**src/rtl/alu_issue_unit.sv**
```systemverilog
// Decodes one RV32I OP/OP-IMM request, drives the external ALU for EXEC_CYCLES, returns the result.
// One request in flight; in_ready only in IDLE; the response is held until out_ready.
module alu_issue_unit #(
  parameter int EXEC_CYCLES = 1
) (
  input  logic        clk,
  input  logic        rst_n,
  input  logic        in_valid,
  output logic        in_ready,
  input  logic [31:0] in_instr,
  input  logic [31:0] in_rs1,
  input  logic [31:0] in_rs2,
  output logic [31:0] alu_a,
  output logic [31:0] alu_b,
  output logic [2:0]  alu_ctrl,
  input  logic [31:0] alu_out,
  output logic        out_valid,
  input  logic        out_ready,
  output logic [31:0] out_result,
  output logic [4:0]  out_rd,
  output logic        out_err
);

  localparam int CW = (EXEC_CYCLES > 1) ? $clog2(EXEC_CYCLES) : 1;
  localparam logic [CW-1:0] CNT_INIT = CW'(EXEC_CYCLES - 1);

  localparam logic [6:0] OPC_OP     = 7'b0110011;
  localparam logic [6:0] OPC_OP_IMM = 7'b0010011;
  localparam logic [6:0] F7_ZERO    = 7'b0000000;
  localparam logic [6:0] F7_ALT     = 7'b0100000;

  localparam logic [2:0] CTRL_ADD = 3'b000;
  localparam logic [2:0] CTRL_SUB = 3'b001;
  localparam logic [2:0] CTRL_AND = 3'b010;
  localparam logic [2:0] CTRL_OR  = 3'b011;
  localparam logic [2:0] CTRL_XOR = 3'b100;
  localparam logic [2:0] CTRL_SLL = 3'b101;
  localparam logic [2:0] CTRL_SRL = 3'b110;
  localparam logic [2:0] CTRL_SRA = 3'b111;

  typedef enum logic [1:0] {IDLE, EXEC, RESP} state_t;

  state_t        state, state_nxt;
  logic [CW-1:0] cnt;

  logic [6:0]  opcode, f7;
  logic [2:0]  f3;
  logic [31:0] imm, shamt_imm, shamt_reg;
  logic        dec_legal;
  logic [2:0]  dec_ctrl;
  logic [31:0] dec_b;
  logic        unused_instr_bits;

  assign opcode    = in_instr[6:0];
  assign f3        = in_instr[14:12];
  assign f7        = in_instr[31:25];
  assign imm       = {{20{in_instr[31]}}, in_instr[31:20]};
  assign shamt_imm = {27'b0, in_instr[24:20]};
  assign shamt_reg = {27'b0, in_rs2[4:0]};
  // rs1 index is resolved by register-read; only its value arrives here.
  assign unused_instr_bits = ^in_instr[19:15];

  always_comb begin
    dec_legal = 1'b0;
    dec_ctrl  = CTRL_ADD;
    dec_b     = in_rs2;
    case (opcode)
      OPC_OP: begin
        if (f7 == F7_ZERO) begin
          dec_legal = 1'b1;
          case (f3)
            3'b000: dec_ctrl = CTRL_ADD;
            3'b001: begin dec_ctrl = CTRL_SLL; dec_b = shamt_reg; end
            3'b100: dec_ctrl = CTRL_XOR;
            3'b101: begin dec_ctrl = CTRL_SRL; dec_b = shamt_reg; end
            3'b110: dec_ctrl = CTRL_OR;
            3'b111: dec_ctrl = CTRL_AND;
            default: dec_legal = 1'b0;
          endcase
        end else if (f7 == F7_ALT) begin
          case (f3)
            3'b000: begin dec_legal = 1'b1; dec_ctrl = CTRL_SUB; end
            3'b101: begin dec_legal = 1'b1; dec_ctrl = CTRL_SRA; dec_b = shamt_reg; end
            default: dec_legal = 1'b0;
          endcase
        end
      end
      OPC_OP_IMM: begin
        dec_b = imm;
        case (f3)
          3'b000: begin dec_legal = 1'b1; dec_ctrl = CTRL_ADD; end
          3'b100: begin dec_legal = 1'b1; dec_ctrl = CTRL_XOR; end
          3'b110: begin dec_legal = 1'b1; dec_ctrl = CTRL_OR;  end
          3'b111: begin dec_legal = 1'b1; dec_ctrl = CTRL_AND; end
          3'b001: begin
            dec_legal = (f7 == F7_ZERO);
            dec_ctrl  = CTRL_SLL;
            dec_b     = shamt_imm;
          end
          3'b101: begin
            dec_legal = (f7 == F7_ZERO) || (f7 == F7_ALT);
            dec_ctrl  = (f7 == F7_ALT) ? CTRL_SRA : CTRL_SRL;
            dec_b     = shamt_imm;
          end
          default: dec_legal = 1'b0;
        endcase
      end
      default: dec_legal = 1'b0;
    endcase
  end

  always_ff @(posedge clk or negedge rst_n) begin
    if (!rst_n) state <= IDLE;
    else        state <= state_nxt;
  end

  always_comb begin
    state_nxt = state;
    case (state)
      IDLE: if (in_valid) state_nxt = dec_legal ? EXEC : RESP;
      EXEC: if (cnt == '0) state_nxt = RESP;
      RESP: if (out_ready) state_nxt = IDLE;
      default: state_nxt = IDLE;
    endcase
  end

  always_ff @(posedge clk or negedge rst_n) begin
    if (!rst_n) begin
      cnt        <= '0;
      alu_a      <= '0;
      alu_b      <= '0;
      alu_ctrl   <= '0;
      out_result <= '0;
      out_rd     <= '0;
      out_err    <= 1'b0;
    end else begin
      case (state)
        IDLE: begin
          if (in_valid) begin
            out_rd <= in_instr[11:7];
            if (dec_legal) begin
              alu_a    <= in_rs1;
              alu_b    <= dec_b;
              alu_ctrl <= dec_ctrl;
              cnt      <= CNT_INIT;
            end else begin
              // Illegal ops never touch the ALU operands.
              out_err    <= 1'b1;
              out_result <= '0;
            end
          end
        end
        EXEC: begin
          if (cnt != '0) begin
            cnt <= cnt - 1'b1;
          end else begin
            out_result <= alu_out;
            out_err    <= 1'b0;
          end
        end
        default: ;
      endcase
    end
  end

  assign in_ready  = (state == IDLE);
  assign out_valid = (state == RESP);

endmodule

```
**config.mk**
```make
export PLATFORM = sky130hd
export DESIGN_NAME = alu_issue_unit
export DESIGN_NICKNAME = d
export VERILOG_FILES = /design/src/rtl/alu_issue_unit.sv
export SDC_FILE = /design/constraint.sdc
export NUM_CORES = 1
export LEC_CHECK = 0
export ABC_AREA = 1
export CORE_MARGIN = 8
export CORE_UTILIZATION = 44
export CTS_CLUSTER_SIZE = 28
export DETAILED_ROUTE_END_ITERATION = 6
export GPL_TIMING_DRIVEN = 0
export PLACE_DENSITY = 0.88
export SLEW_MARGIN = 5
export SYNTH_ARGS = -nofsm -noshare
export SYNTH_HDL_FRONTEND = slang
export SYNTH_SLANG_ARGS = --single-unit
```
**constraint.sdc**
```tcl
create_clock -name clk -period 3.95 [get_ports clk]
set_input_delay 0.5925 -clock clk [delete_from_list [all_inputs] [get_ports clk]]
set_output_delay 0.5925 -clock clk [all_outputs]
set_load 0.03 [all_outputs]
```
Yosys cells after proc, flatten, opt, wreduce, memory -nomap -nowiden:

Index checks and enable logic that the tools add are counted.

* bits in registers: 108
* output and inout bits: 107
* input port bits: 132

* reductions and logical operators: 14
* multiplexer cells: 36
* $add $sub $neg: 1
* equality and inequality tests: 15

Operators with widths (number)
* 2-to-1 mux 32 bit: 8
* case mux 32 bit (2 select lines): 2
* case mux 3 bit (5 select lines): 2
* equality test 7 x 6 -> 1 bit, second input constant: 2
* equality test 3 bit, second input constant: 4
* case mux 3 bit (2 select lines): 2
* 2-to-1 mux 1 bit: 11
* AND reduction 3 bit: 3
* 2-to-1 mux 2 bit: 4
* equality test 7 x 5 -> 1 bit, second input constant: 1
* logical NOT 7 bit: 1
* 2-to-1 mux 3 bit: 2
* != test 2 bit, second input constant: 3
* case mux 1 bit (2 select lines): 3
* case mux 2 bit (3 select lines): 1
* OR reduction 6 bit: 1
* != test 2 x 1 -> 1 bit, second input constant: 2
* AND reduction 4 bit: 1
* OR reduction 2 bit: 2
* OR reduction 4 bit: 1
* equality test 3 x 1 -> 1 bit, second input constant: 1
* logical NOT 3 bit: 1
* case mux 1 bit (3 select lines): 1
* equality test 2 x 1 -> 1 bit, second input constant: 1
* 6 further kinds: 6

Logic depth before layout (Yosys ltp):

Gate-level depths: netlist of the first run.

* word-level depth: 9
* mapped depth: 12

Worst setup path after synthesis of the first run:

OpenSTA, ideal clock, no wires.

* path type: register to register
* start: reg state[1]
* end: reg alu_a[10]
* arrival time: 1726 ps
* period minus slack after synthesis: 1843 ps
* slack: 2107 ps
* stages on the path, launching flop included: 9
* buffers on the path: 2
* cell sequence: dfrtp_1 > nor2_1 > nand2_1 > inv_2 > nand2_2 > buf_6 > buf_6 > nand2_1 > nand2_1

* word-level cells in the longest chain between the ends: 2

RTL lines
* start: declaration: line 43 `state_t state, state_nxt;`
* start signal: assignment: line 114 `else state <= state_nxt;`
* logical NOT 2 bit
* via in_ready: line 9 `output logic in_ready,`
* AND reduction 3 bit (no source line)
* end signal: assignment: line 142 `alu_a <= in_rs1;`
* end: declaration: line 13 `output logic [31:0] alu_a,`

The timed path passes the listed nets, and every way through them passes these cells.
A chain may end at the register's enable or synchronous reset.

Final worst setup path of the first run:

* start: reg state[1]
* end: out in_ready

* word-level cells in the longest chain between the ends: 1

RTL lines
* logical NOT 2 bit: line 166 `assign in_ready = (state == IDLE);`
* end: declaration: line 9

No other way between the ends.

==> results_dict.tcl, run 1 <==
set metrics [dict create \
    viasPerCell 4.91 \
    synth_warnings 0 \
    multiInputGateArea_um2 1870 \
    peakVddDrop_uv 208 \
    antenna_found_initial 0 \
    rows 38 \
    post_cts_buffers 0 \
    synth_common_cells "nand2_1, dfrtp_1, nand3_1, nor2_1, buf_2" \
    worstReg2RegEnd "alu_b[4]$_DFFE_PN0P_" \
    critPathMaxFanout 4 \
    synth-edff-count 0 \
    status "completed" \
    dieArea_um2 14500 \
    dpl.hpwl_um 12300 \
    reg2reg_slack_ns 2.25 \
    track_usage_pct 21.6 \
    grt_pass1_wl_um 24900 \
    fillers 888 \
    fin_ws_ns 1.72 \
    busiest_layer "met2" \
    grt_max_degree 57 \
    final_cell_area_um2 7470 \
    start_kind "register" \
    fmax_ghz 0.448 \
    cp-end-kind "primary output" \
    place_inst 979 \
    maxCapViolations 0 \
    clk_pin_slew_worst_paths_ns 0.10 \
    die_x_um 120 \
    synthFlopType "dfrtp_1" \
    ctsLongestPathBuffers 2 \
    post_layout_nonfiller_instances 993 \
    clock_latency_ns 0.36 \
    overflow 0 \
    rr_startpoint "state[1]$_DFFE_PN0P_" \
    synth_nets 737 \
    drtPass1Iterations 4 \
    layout.area.seq_um2 2680 \
    synth_seq_cells 107 \
    antennaDiodeCount 0 \
    tns_ns 0 \
    fin_crit_sh_pct 56.5 \
    power_mw 2.17 \
    reg2regPathDepth 6 \
    cp.required_ns 3.36 \
    period_needed_ns 2.23 \
    hp-class "input pin to asynchronous set/reset pin" \
    worstPathArrival_ns 1.64 \
    cts_tree "yes" \
    wl_um 15900 \
    port_buffers 233 \
    crit_type "register to primary output" \
    clock-root-buffer "clkbuf_8" \
    synth.most_common_cell "nand2_1" \
    synth_top_area_share_pct 55.9 \
    synthToLayoutAreaGrowth_pct 56.1 \
    grt_pass1_vias 4777 \
    synth_top_area_cell "dfrtp_1" \
    syn_inst 605 \
    synth_cell_types 23 \
    maxSlewHeadroom_pct 67.0 \
    setup_viol 0 \
    start_util_pct 44.6 \
    clock_sinks 107 \
    globalplace.congestion 0.786 \
    vias 4874 \
    dp_slack_ns 1.39 \
    rsz0062_at_grt "false" \
    async_flop_share_pct 100 \
    hold_viol_final 0 \
    coreArea_um2 10700 \
    syn_area_um2 4790 \
    antenna_left 0 \
    cts_resized 0 \
    drv_slew 0 \
    use_met3_pct 4.90 \
    htree_levels 3 \
    routedWlPerCell_um 16.0 \
    syn_avg_cell_area_um2 7.91 \
    holdBufCountCts 0 \
    dr.first_iter.drc_count 318 \
    numCtsBuffers 9 \
    use_met1_pct 26.4 \
    powerDensity_nw_per_um2 290 \
    yosysSeqAreaShare_pct 55.9 \
    utilization_pct 69.5 \
    holdWs_ns 0.163 \
    p_leak_nw 3.85 \
    grtUsageMet2_pct 36.3 \
    place_area_um2 7320 \
    io_pins 239 \
    tightest_slew_ns 0.496 \
    die_y_um 120 \
    skew_ns 0.00585 \
    drive_above_1_share_pct 5.39 \
    drc 0 \
    nets 982 \
    synth_area_leaders "dfrtp_1, nand2_1, nand3_1, buf_2, buf_6" \
]
-- worst max-delay path by stage --
stage / to / slack, ns / from / cells after the start
floorplan: alu_a[10]$_DFFE_PN0P_ / 2.11 / state[1]$_DFFE_PN0P_ / 8
global placement: alu_b[18]$_DFFE_PN0P_ / -1.80 / rst_n / 1
detailed placement: alu_b[29]$_DFFE_PN0P_ / 1.39 / in_instr[4] / 10
CTS: in_ready / 1.69 / state[1]$_DFFE_PN0P_ / 2
global route: alu_b[29]$_DFFE_PN0P_ / 1.57 / in_instr[12] / 11
finish: in_ready / 1.72 / state[1]$_DFFE_PN0P_ / 2
-- state kept, by name (all words and copies together), names as in the netlist --
signal      flops
out_result     32
state           2
out_err         1
alu_b          32
alu_ctrl        3
alu_a          32
out_rd          5
-- cell usage in the layout, fill, tap and decap left out, drive strengths merged, types with 4 or more instances in the layout --
master / n
a21oi: 5
buf: 27
clkbuf: 21
clkdlybuf4s50: 232
dfrtp: 107
inv: 15
nand2: 318
nand3: 101
nor2: 17
o21ai: 4
-- cells by family (layout without fill, tap and decap cells) --
logic type	after synthesis	count (layout)	synth area share (%)
flops	107	107	55.9
simple gates	440	440	37.9
buf+inv	48	296	5.02
compound gates	10	10	1.18
-- worst max-delay path, stage by stage, from the launching register on --
cell and delay [ns]:
dfrtp_1 0.42, nor2_1 0.14, clkdlybuf4s50_1 0.72
-- cell type report --
cell class	instances	share of cell area (%)
Buffer	34	2.51
Clock buffer	12	1.81
Clock inverter	2	0.184
Inverter	14	0.703
Multi-Input combinational cell	450	25.0
Sequential cell	107	35.8
Tap cell	140	2.34
Timing Repair Buffer	234	31.6
-- power by group --
| part | switching [mW] | total [mW] | leakage (nW) | internal, mW |
|---|---|---|---|---|
| clock network | 0.360 | 0.586 | 0.0767 | 0.226 |
| logic | 0.216 | 0.428 | 2.30 | 0.212 |
| registers | 0.0216 | 1.15 | 1.47 | 1.13 |
-- per-layer routing --
metal	part of all wire, %	vias up
li1	-	2394
met1	41	2281
met2	49	175
met3	7.6	24
met4	2.5	0
met5	0	-
No activity file was read; power rests on OpenSTA's default activity.
==> run 2: changes to the inputs <==
CORE_UTILIZATION = 37   (was 44)
PLACE_DENSITY = 0.79   (was 0.88)
clock period = 2.05 ns   (was 3.95 ns; I/O delays follow)
==> run 2 against run 1 <==
Compared with the run above:
- die area up 16%
- clock skew down 0.0021 ns
- hold slack better by 0.29 ns
- sequential power up 93%
- sequential share of layout area down 1.2 points
- clock power rose to 3.4 times the previous value
- critical path type unchanged
==> results_dict.tcl, run 2 (synthesized netlist as in run 1, its figures left out) <==
set metrics [dict create \
    grt_pass1_vias 4802 \
    status "completed" \
    p_leak_nw 3.95 \
    powerDensity_nw_per_um2 656 \
    synthToLayoutAreaGrowth_pct 61.5 \
    coreArea_um2 12600 \
    routed.top_layer "met4" \
    rows 41 \
    rsz0062_at_grt "false" \
    antenna_left 0 \
    antenna_found_initial 0 \
    final_common_cell "nand2_1" \
    htree_levels 3 \
    worst_path_max_delay_cell "clkdlybuf4s50_1" \
    fmax_ghz 0.518 \
    hold_viol_final 0 \
    globalplace.congestion 0.852 \
    nets 983 \
    grt_max_degree 61 \
    setup_viol 0 \
    top_regs "alu_a (32), alu_b (32), out_result (32)" \
    grt_pass1_wl_um 24900 \
    power_mw 5.07 \
    die_y_um 130 \
    vias 4810 \
    overflow 0 \
    dieArea_um2 16800 \
    post_layout_nonfiller_instances 1028 \
    tightest_slew_ns 0.481 \
    met1_length_um 6710 \
    start_kind "register" \
    fin_crit_sh_pct 94.2 \
    post_cts_buffers 0 \
    io_pins 239 \
    crit_type "register to primary output" \
    cp-end-kind "primary output" \
    period_needed_ns 1.93 \
    clock-root-buffer "clkbuf_16" \
    antennaDiodeCount 0 \
    start_util_pct 37.9 \
    clock_latency_ns 0.34 \
    crit_path_max_incr_delay_ns 0.73 \
    timing.critical_path.cells "nor2_1 -> clkdlybuf4s50_1" \
    layout_common_cells "nand2_1, clkdlybuf4s50_1, dfrtp_1" \
    place_area_um2 7360 \
    hp-class "input pin to asynchronous set/reset pin" \
    cp.required_ns 1.74 \
    ctsLongestPathBuffers 2 \
    drv_slew 0 \
    tns_ns 0 \
    die_x_um 130 \
    track_usage_pct 19.0 \
    met2_length_um 7690 \
    port_buffers 233 \
    maxSlewHeadroom_pct 67.9 \
    maxCapViolations 0 \
    route.met3.wl_um 1140 \
    fin_ws_ns 0.119 \
    dr.first_iter.drc_count 199 \
    critPathMaxFanout 4 \
    clk_pin_slew_worst_paths_ns 0.07 \
    drive_above_1_share_pct 6.07 \
    cts_tree "yes" \
    drc 0 \
    place_inst 1011 \
    cp_top_family "buffers and inverters" \
    viasPerCell 4.68 \
    worstPathArrival_ns 1.62 \
    clock_sinks 107 \
    final_cell_area_um2 7730 \
    dp_slack_ns -0.208 \
    routedWlPerCell_um 15.6 \
    peakVddDrop_uv 361 \
    wl_um 16100 \
    numCtsBuffers 9 \
    path_buf_inv 1 \
    skew_ns 0.00377 \
    drtPass1Iterations 5 \
    dpl.hpwl_um 12400 \
]
## run 2: changes by cell type in the layout (fill, tap and decap cells not counted), sizes merged
cell	previous run	this run
dlygate4sd3	0	1
clkbuf	21	18
clkinv	1	3
bufinv	0	3
## run 2: cell type report
type	instances	area, µm²
fillers	1146	4890
flip-flops and latches	107	2680
repair buffers	235	2370
multi-input cells	450	1880
clock buffers	9	225
well taps	172	215
plain buffers	34	188
clock inverters	7	124
inverters	14	52.6
## run 2: power by group
group	internal (mW)	switching [mW]
logic	0.410	0.419
registers	2.18	0.0413
clock network	1.21	0.813
## run 2: worst paths after layout
path	from	to	slack, ns	cells after the start
min in group clk	alu_a[13]$_DFFE_PN0P_	alu_a[13]$_DFFE_PN0P_	0.47	2
max reg2reg	state[1]$_DFFE_PN0P_	alu_a[19]$_DFFE_PN0P_	0.31	6
min	rst_n	alu_a[23]$_DFFE_PN0P_	0.46	2
max in group asynchronous	rst_n	alu_b[22]$_DFFE_PN0P_	0.94	3
min reg2reg	alu_a[13]$_DFFE_PN0P_	alu_a[13]$_DFFE_PN0P_	0.47	2
max	state[1]$_DFFE_PN0P_	in_ready	0.12	2
## run 2: through the flow
step | utilization, % | hold WS [ns]
2_1_floorplan | - | 0.0119
3_3_place_gp | 58.1 | 0.452
3_5_place_dp | 58.3 | 0.272
4_1_cts | 61.2 | 0.463
5_1_grt | 61.3 | 0.488
6_report | 61.3 | 0.456
## run 2: per-layer routing
| layer | track usage (%) | vias to the layer above |
|---|---|---|
| met5 | 0 | - |
| met4 | 9.29 | 0 |
| met3 | 4.69 | 33 |
| met2 | 31.2 | 173 |
| met1 | 23.0 | 2212 |
| li1 | - | 2392 |
## run 2: repair_timing
action,in CTS,in global routing
gates resized for setup,0,2
hold buffers,1,0
endpoints found under the hold margin,47,0
setup endpoints to repair,0,6
==> RTL edit: new RTL, config.mk and constraints of run 1 <==
Encoding of `state_t`: now one-hot (3 bits for 3 states).
--- a/src/rtl/alu_issue_unit.sv
+++ b/src/rtl/alu_issue_unit.sv
@@ -38,7 +38,7 @@
   localparam logic [2:0] CTRL_SRL = 3'b110;
   localparam logic [2:0] CTRL_SRA = 3'b111;
 
-  typedef enum logic [1:0] {IDLE, EXEC, RESP} state_t;
+  typedef enum logic [2:0] {IDLE = 3'b001, EXEC = 3'b010, RESP = 3'b100} state_t;
 
   state_t        state, state_nxt;
   logic [CW-1:0] cnt;
Check against the original RTL: no difference found for any inputs over 4 cycles, from zero or initial values and one cycle with rst_n low; so few cycles prove little.
==> RTL edit against run 1 <==
- global-route usage decreased by 0.24 points
- worst setup slack got worse by 0.20 ns
- count of clock-buffer cells in the layout decreased by 2
- synthesized cell count increased by 2.5%
- design area increased by 2.1%
- sequential power increased by 7%
- clock skew increased by 0.015 ns
- sequential cell count increased by 1
- fmax decreased by 8.2%
- final cell count increased by 1.7%
- synthesized area increased by 2.1%
- total power increased by 22%
- routed wire length about the same
- die area increased by 1.8%
==> RTL edit: results (changes against run 1) <==
- Layout cells sized above 1: 0.0678 (was 0.0539)
- Top cells by area, synth: dfrtp_1 (55%), nand2_1 (26%), nand3_1 (8.2%) (was dfrtp_1 (56%), nand2_1 (25%), nand3_1 (10%))
- DP Wirelength: 12,600 um (was 12,300 um)
- Leak: 3.96 nW (was 3.85 nW)
- Largest net degree at the start of global routing: 67 (was 57)
- Hold Crit Class: in2async (unchanged)
- Min Hold Slack: 0.128 ns (was 0.163 ns)
- GR Layer Usage met2: 0.360 (was 0.363)
- Placer congestion estimate: 0.824 (was 0.786)
- R2R Path End: alu_a[3] (was alu_b[4])
- M3 GR Usage: 0.0665 (was 0.0490)
- Met1 GRT Util: 0.261 (was 0.264)
- Vias in the first global route: 4,782 (was 4,777)
- Wire length on met1: 6390 um (was 6450 um)
- Cell Area, Placed: 0.00742 mm2 (was 0.00732 mm2)
- Most frequent cells after synthesis: nand2_1 (343), dfrtp_1 (107), nand3_1 (80) (was nand2_1 (313), dfrtp_1 (107), nand3_1 (100))
- Internal reg-to-reg setup slack: 2.09 ns (was 2.25 ns)
- Synth Area in XOR/XNOR: 0 (unchanged)
- R2r worst-path depth: 8 (was 6)
- DR iter-0 viols: 353 (was 318)
- Slowest cell on the critical path: clkdlybuf4s50_1 (unchanged)
- Worst Setup SP: state[0] (was state[1])
- Avg Inst Size Synth: 7.88 um2 (was 7.91 um2)
- WL per Instance: 15.7 um (was 16.0 um)
- Compound-Gate Fraction of Synth Area: 0.0115 (was 0.0118)
- Initial antenna violation count: 0 (unchanged)
- Arrival time worst endpoint: 1.84 ns (was 1.64 ns)
- Fill count: 887 (was 888)
- Synth unique cells: 22 (was 23)
- Mux cell area share after synthesis: 0 (unchanged)
- Regs by FF count: alu_a (32), alu_b (32), out_result (32) (unchanged)
- DR top layer: met4 (unchanged)
- CTS root buf: clkbuf_8 (unchanged)
- Post-synthesis sequential area ratio: 0.553 (was 0.559)
- Final WL: 15,900 um (about the same)
- Max Cap Violations: 0 (unchanged)
- GRT Util Overall: 0.213 (was 0.216)
- Period utilization: 0.616 (was 0.565)
- First-pass GRT wire length: 25,000 um (was 24,900 um)
- Crit path to: in_ready (unchanged)
- Placed instance count: 994 (was 979)
- Routed wl met2: 7710 um (was 7860 um)
- Max VDD drop: 199 uV (was 208 uV)
- Run status: completed (unchanged)
- CP max FO: 3 (was 4)
- Vias per cell: 4.81 (was 4.91)
- Drt first pass iters: 4 (unchanged)
- Synth Net Count: 752 (was 737)
- Setup WS pre-CTS: 1.33 ns (was 1.39 ns)
- Relative slew margins: 0.670 (about the same)
- CP max stage delay: 0.73 ns
- WL met3: 1610 um (was 1200 um)
- Clock Skews: 0.0206 ns (was 0.00585 ns)
- Nets: 997 (was 982)
- CTS H-Tree Depth: 3 (unchanged)
- Post-synth ARST share: 1.00 (unchanged)
[RTL edit: changes by cell type after synthesis, sizes merged, moves of 2 or more]
cell,delta
o21ai,+4
a21oi,-4
inv,+6
nand3,-20
nor2,-2
buf,-3
nand2,+30
[RTL edit: cell families after synthesis]
kind of cell,count (synthesis)
flip-flops,108
buffers and inverters,53
AND/OR/NAND/NOR,450
AO/OA/AOI/OAI,9
[RTL edit: cell type report]
| type | count | area (um2) | share of cell area |
|---|---|---|---|
| buffer | 32 | 190 | 0.0249 |
| clock buffer | 10 | 128 | 0.0167 |
| clock inverter | 6 | 81.3 | 0.0107 |
| inverter | 21 | 78.8 | 0.0103 |
| multi-input combinational | 459 | 1910 | 0.251 |
| sequential | 108 | 2700 | 0.354 |
| tap | 140 | 175 | 0.0230 |
| timing repair buffer | 234 | 2360 | 0.309 |
[RTL edit: power breakdown]
group          internal (mW)  switching (mW)
Clock                  0.307           0.397
Sequential              1.18          0.0456
Combinational          0.306           0.410
Total                   1.79           0.852
